$ cat src/rtl/branch_resolve_pkg.sv
// Shared encodings for the execute-stage branch resolution unit.
package branch_resolve_pkg;

  localparam int XLEN_DEFAULT         = 32;
  localparam int SQUASH_DEPTH_DEFAULT = 2;

  // RV32I conditional-branch funct3 encodings (010/011 are unused).
  typedef enum logic [2:0] {
    F3_BEQ  = 3'b000,
    F3_BNE  = 3'b001,
    F3_BLT  = 3'b100,
    F3_BGE  = 3'b101,
    F3_BLTU = 3'b110,
    F3_BGEU = 3'b111
  } branchFunct3_e;

  typedef enum logic {
    IDLE   = 1'b0,
    SQUASH = 1'b1
  } resolveState_e;

endpackage

$ cat src/rtl/branch_cond.sv
// Conditional branch evaluation from the comparator's subtract flags.
module branch_cond
  import branch_resolve_pkg::*;
(
  input  logic [2:0] funct3,
  input  logic       subMsb,
  input  logic       overflowSub,
  input  logic       equal,
  input  logic       rs1Msb,
  input  logic       rs2Msb,
  output logic       cond
);

  logic lessSigned;
  logic lessUnsigned;

  // Signed less-than needs the overflow correction; unsigned resolves on
  // differing MSBs first, otherwise the signed result is already exact.
  always_comb begin
    // NOTE: every combinational output gets a default first so no path leaves it unassigned (no latch).
    cond         = 1'b0;
    lessSigned   = subMsb ^ overflowSub;
    lessUnsigned = (rs1Msb != rs2Msb) ? rs2Msb : lessSigned;
    case (funct3)
      F3_BEQ:  cond = equal;
      F3_BNE:  cond = ~equal;
      F3_BLT:  cond = lessSigned;
      F3_BGE:  cond = ~lessSigned;
      F3_BLTU: cond = lessUnsigned;
      F3_BGEU: cond = ~lessUnsigned;
      default: cond = 1'b0;
    endcase
  end

endmodule

$ cat src/rtl/branch_resolve.sv
// Execute-stage branch resolution: evaluates branch/jump, registers a single
// redirect/link result behind valid/ready, then drops wrong-path instructions.
module branch_resolve
  import branch_resolve_pkg::*;
#(
  parameter int XLEN         = XLEN_DEFAULT,
  parameter int SQUASH_DEPTH = SQUASH_DEPTH_DEFAULT
) (
  input  logic            clk,
  input  logic            rstN,
  input  logic            inValid,
  output logic            inReady,
  input  logic            isBranch,
  input  logic            isJal,
  input  logic            isJalr,
  input  logic [2:0]      funct3,
  input  logic [XLEN-1:0] pc,
  input  logic [XLEN-1:0] imm,
  input  logic [XLEN-1:0] rs1Val,
  input  logic            rs1Msb,
  input  logic            rs2Msb,
  input  logic [XLEN-1:0] sub,
  input  logic            overflowSub,
  input  logic            equal,
  output logic            outValid,
  input  logic            outReady,
  output logic            redirect,
  output logic [XLEN-1:0] redirectPc,
  output logic [XLEN-1:0] linkVal,
  output logic            misaligned,
  output logic            squashing
);

  localparam int CW = (SQUASH_DEPTH < 1) ? 1 : $clog2(SQUASH_DEPTH + 1);

  resolveState_e   state, stateNext;
  logic [CW-1:0]   cnt, cntNext;
  logic            accept;
  logic            loadResult;
  logic            cond;
  logic            taken;
  logic            targetMisaligned;
  logic [XLEN-1:0] pcTarget;
  logic [XLEN-1:0] jalrTarget;
  logic [XLEN-1:0] target;
  logic [XLEN-1:0] pcPlus4;

  // Only the sign of the comparator difference is consumed here.
  logic            unusedSub;
  assign unusedSub = ^sub[XLEN-2:0];

  branch_cond uCond (
    .funct3      (funct3),
    .subMsb      (sub[XLEN-1]),
    .overflowSub (overflowSub),
    .equal       (equal),
    .rs1Msb      (rs1Msb),
    .rs2Msb      (rs2Msb),
    .cond        (cond)
  );

  assign inReady   = ~outValid | outReady;
  assign accept    = inValid & inReady;
  assign squashing = (state == SQUASH);

  // Target adders: JALR clears bit 0; everything wraps modulo 2^XLEN.
  assign pcTarget         = pc + imm;
  assign jalrTarget       = (rs1Val + imm) & ~{{(XLEN-1){1'b0}}, 1'b1};
  assign target           = isJalr ? jalrTarget : pcTarget;
  assign pcPlus4          = pc + XLEN'(4);
  assign taken            = isJalr | isJal | (isBranch & cond);
  assign targetMisaligned = taken & (target[1:0] != 2'b00);

  // Next state: taken aligned redirect starts a squash window; each accepted
  // instruction in the window is consumed silently.
  always_comb begin
    stateNext  = state;
    cntNext    = cnt;
    loadResult = 1'b0;
    case (state)
      IDLE: begin
        if (accept) begin
          loadResult = 1'b1;
          if (taken && !targetMisaligned && SQUASH_DEPTH != 0) begin
            stateNext = SQUASH;
            cntNext   = CW'(SQUASH_DEPTH);
          end
        end
      end
      SQUASH: begin
        if (accept) begin
          cntNext = cnt - CW'(1);
          if (cnt <= CW'(1)) stateNext = IDLE;
        end
      end
      default: stateNext = IDLE;
    endcase
  end

  // State and squash counter registers.
  always_ff @(posedge clk or negedge rstN) begin
    if (!rstN) begin
      // NOTE: sequential state uses non-blocking assignments so all registers update from pre-edge values.
      state <= IDLE;
      cnt   <= '0;
    end else begin
      state <= stateNext;
      cnt   <= cntNext;
    end
  end

  // Single-entry result register; held while downstream stalls.
  always_ff @(posedge clk or negedge rstN) begin
    if (!rstN) begin
      outValid   <= 1'b0;
      redirect   <= 1'b0;
      misaligned <= 1'b0;
      redirectPc <= '0;
      linkVal    <= '0;
    end else if (loadResult) begin
      outValid   <= 1'b1;
      redirect   <= taken & ~targetMisaligned;
      misaligned <= targetMisaligned;
      redirectPc <= target;
      linkVal    <= pcPlus4;
    end else if (outReady) begin
      outValid   <= 1'b0;
      redirect   <= 1'b0;
      misaligned <= 1'b0;
    end
  end

endmodule

$ cat config.mk
export PLATFORM = sky130hd
export DESIGN_NAME = branch_resolve
export DESIGN_NICKNAME = d
export VERILOG_FILES = /design/src/rtl/branch_resolve_pkg.sv /design/src/rtl/branch_cond.sv /design/src/rtl/branch_resolve.sv
export SDC_FILE = /design/constraint.sdc
export NUM_CORES = 1
export LEC_CHECK = 0
export CORE_MARGIN = 2
export CORE_UTILIZATION = 42
export DETAILED_ROUTE_END_ITERATION = 6
export PLACE_DENSITY = 0.85
export SYNTH_ARGS = -nofsm -noshare
export SYNTH_HDL_FRONTEND = slang
export SYNTH_HIERARCHICAL = 1
export SYNTH_SLANG_ARGS = --single-unit
$ cat constraint.sdc
create_clock -name clk -period 3.7 [get_ports clk]
set_input_delay 0.37 -clock clk [delete_from_list [all_inputs] [get_ports clk]]
set_output_delay 0.37 -clock clk [all_outputs]
set_load 0.05 [all_outputs]
==> reports/results.ini <==
[run_status]
status = finished clean

[worst_setup_path]
crit_start = imm[0]
r2r_cells = 5
crit_end = redirectPc[28]
worst_path_dominant_cell_family = compound AO/OA/AOI/OAI gates
crit_path_top_delay_cell = fa_1
cp.required_ns = 3.91
criticalPathCategory = in2reg
crit_chain = clkdlybuf4s50_1 > ha_1 > fa_1 > a211oi_2 > o21ai_1 > a21o_1 > nor2b_1 > o31ai_4 > o21bai_2 > a221oi_2 > mux2i_1 > a21oi_1
critPathMaxStageDelay_ns = 0.46
path_depth = 12
r2r-start = outValid
r2r-end = linkVal[4]
crit_arrival_ns = 3.51
worst_setup_path_start_kind = primary input
cp-end-kind = register
cp_num_buf_inv = 1
r2r_slack_ns = 1.72
cp_max_fo = 4

[clock_tree]
cts_buffer_depth = 2
cts_tree = built
ctsResizeCount = 0
cts_buffers = 9
hold_buffers = 0
clkLatencyLatePin_ns = 0.34
cts.sinks = 70
clk_pin_slew_ns = 0.06
cts_setup_buffers = 0
cts-htree-levels = 3
root_buffer = clkbuf_16

[timing]
period_share_pct = 89.1
finClkSkew_ns = 0.00525
slew_viol_final = 0
slew_headroom_pct = 53.3
tns_ns = 0
max_freq_ghz = 0.303
setup_viol = 0
min_period_ns = 3.30
worst_pin_slew_ns = 0.700
hold_viol_final = 0
grt_setup_unrepaired = false

[final_layout]
synthToLayoutAreaGrowth_pct = 35.8
num_antenna_cells = 0
layout-drive-gt1-share_pct = 4.82
nFillCells = 1306
fin_nets = 1178

[power]
ir_worst_vdd_uv = 374
total_power_mw = 5.61
leakage_nw = 3.81
power_density_nw_per_um2 = 639

[floorplan]
coreArea_um2 = 15100
num_io_pins = 211
initial_utilization_pct = 42.7
die_h_um = 128
die-area_um2 = 16400
die_w_um = 128
rows = 45

[synthesis]
synth_area_per_cell_um2 = 8.13
ys_seq_area_share_pct = 27.1
synthesis.nets = 1003
ys_types = 69
synth_top_area_share_pct = 27.1
synth.area.top_cells = dfrtp_1 (27%), ha_1 (12%), nand2_1 (6.8%)
synth_area_leader_cell = dfrtp_1
synth_cells = 796
synth_edf_count = 0
synthesis.area_um2 = 6470
yosysWarnings = 6
synthArstFlopShare_pct = 100
ys.flop_type = dfrtp_1
synth-seq-cells = 70

[drt]
wire_per_inst_um = 17.4
num_vias = 6665
viasPerCell = 5.73
wirelength_um = 20200
drt_iter0_markers = 530
drt_pass1_iterations = 7
ant_nets = 0
drc = 0

[flow_run]
maxCapViolations = 0

[grt]
grt.total_usage_pct = 24.3
grt_pass1_vias = 6357
grt_max_degree = 71
grt_pass1_wl_um = 31800
antenna_found_initial = 0
grt_overflow_total = 0

[placed_design]
place_congestion = 0.947
dp_hpwl_um = 16000
port_buffers = 179

[hold_path]
worstHoldPathType = in2async

layout make-up:
class | count | area [um2] | share of cell area (%)
Clock buffer | 10 | 229 | 2.61
Clock inverter | 6 | 86.3 | 0.983
Inverter | 14 | 52.6 | 0.598
Multi-Input combinational cell | 689 | 4580 | 52.2
Sequential cell | 70 | 1750 | 19.9
Tap cell | 188 | 235 | 2.68
Timing Repair Buffer | 187 | 1850 | 21.0
where the power goes:
group          internal [mW]  switching [mW]  leakage (nW)
Combinational           1.15            2.19          2.80
Clock                  0.589           0.346         0.152
Sequential              1.13           0.217         0.856
synth_stat cells (9+ instances only):
cell / instances
nand2_1: 118
o21ai_0: 73
dfrtp_1: 70
ha_1: 63
nor2_1: 60
a21oi_1: 59
xor2_1: 44
a21o_1: 35
xnor2_1: 35
clkbuf_1: 23
nand3_1: 22
nor3_1: 17
inv_1: 14
and3_1: 11
nand4_1: 11
a211oi_1: 10
a31oi_1: 10
o21a_1: 9
worst min path at each step:
stage	cells past startpoint	end	start
after floorplan	0	cnt[0]	rstN
after global placement	1	redirectPc[4]	rstN
after detailed placement	1	redirectPc[4]	rstN
after CTS	1	redirectPc[4]	rstN
after global routing	1	redirectPc[4]	rstN
final	1	redirectPc[5]	rstN
cells in the final DEF (no fill, tap or decap), types with 3 or more instances in the layout:
cell / synthesis / layout
a211o_1: 3 / 3
xor2_1: 44 / 44
o21bai_1: 7 / 7
o31ai_1: 4 / 4
and2_1: 5 / 5
a21o_1: 35 / 35
nor3b_1: 4 / 4
buf_4: 0 / 8
and4_1: 4 / 4
nand3_1: 22 / 22
nand2_1: 118 / 118
nor3_1: 17 / 17
o21a_1: 9 / 9
nand3b_1: 3 / 3
nor2b_1: 7 / 7
o21ai_0: 73 / 73
or2_2: 5 / 4
o211ai_1: 4 / 4
a21oi_1: 59 / 59
o21ai_1: 5 / 5
a31oi_1: 10 / 10
dfrtp_1: 70 / 70
nand2b_1: 5 / 5
a211oi_1: 10 / 10
a22oi_1: 3 / 3
xnor2_1: 35 / 35
mux2i_1: 5 / 5
ha_1: 63 / 63
and3_1: 11 / 11
clkdlybuf4s50_1: 0 / 178
clkbuf_16: 0 / 9
a221o_1: 3 / 3
nand4_1: 11 / 11
nor2_1: 60 / 60
inv_1: 14 / 14
flip-flops by register name, indices dropped and copies added (netlist names):
name        flops
outValid        1
cnt             2
misaligned      1
linkVal        32
squashing       1
redirectPc     32
redirect        1
metrics by stage:
step / utilization [%] / setup slack (ns) / hold slack, ns / instances / cell area [um2]
2_1_floorplan: - / 0.911 / 0.0744 / 796 / 6470
3_3_place_gp: 55.9 / 0.194 / 0.413 / 1148 / 8470
3_5_place_dp: 55.9 / 0.134 / 0.415 / 1148 / 8470
4_1_cts: 58.0 / 0.467 / 0.0607 / 1164 / 8780
5_1_grt: 58.0 / 0.166 / 0.0874 / 1164 / 8780
6_report: 58.0 / 0.403 / 0.0550 / 1164 / 8780
metal layers:
metal / up-vias / track usage [%] / share of wire [%] / routed length (um)
li1: 3263 / - / - / -
met4: 0 / 9.11 / 3.4 / 688
met5: - / 0 / 0 / 0
met1: 3058 / 33.2 / 43 / 8750
met3: 39 / 2.96 / 7.3 / 1480
met2: 305 / 39.4 / 46 / 9280
cell families after synthesis:
logic type | Yosys count | synth area share (%)
adder cells (fa/ha/maj) | 65 | 12.8
flip-flops | 70 | 27.1
AND/OR/NAND/NOR | 279 | 19.8
buffers and inverters | 37 | 2.15
XOR/XNOR | 79 | 10.7
multiplexers | 7 | 1.12
AO/OA/AOI/OAI | 259 | 26.3
No activity file was read; power rests on OpenSTA's default activity.
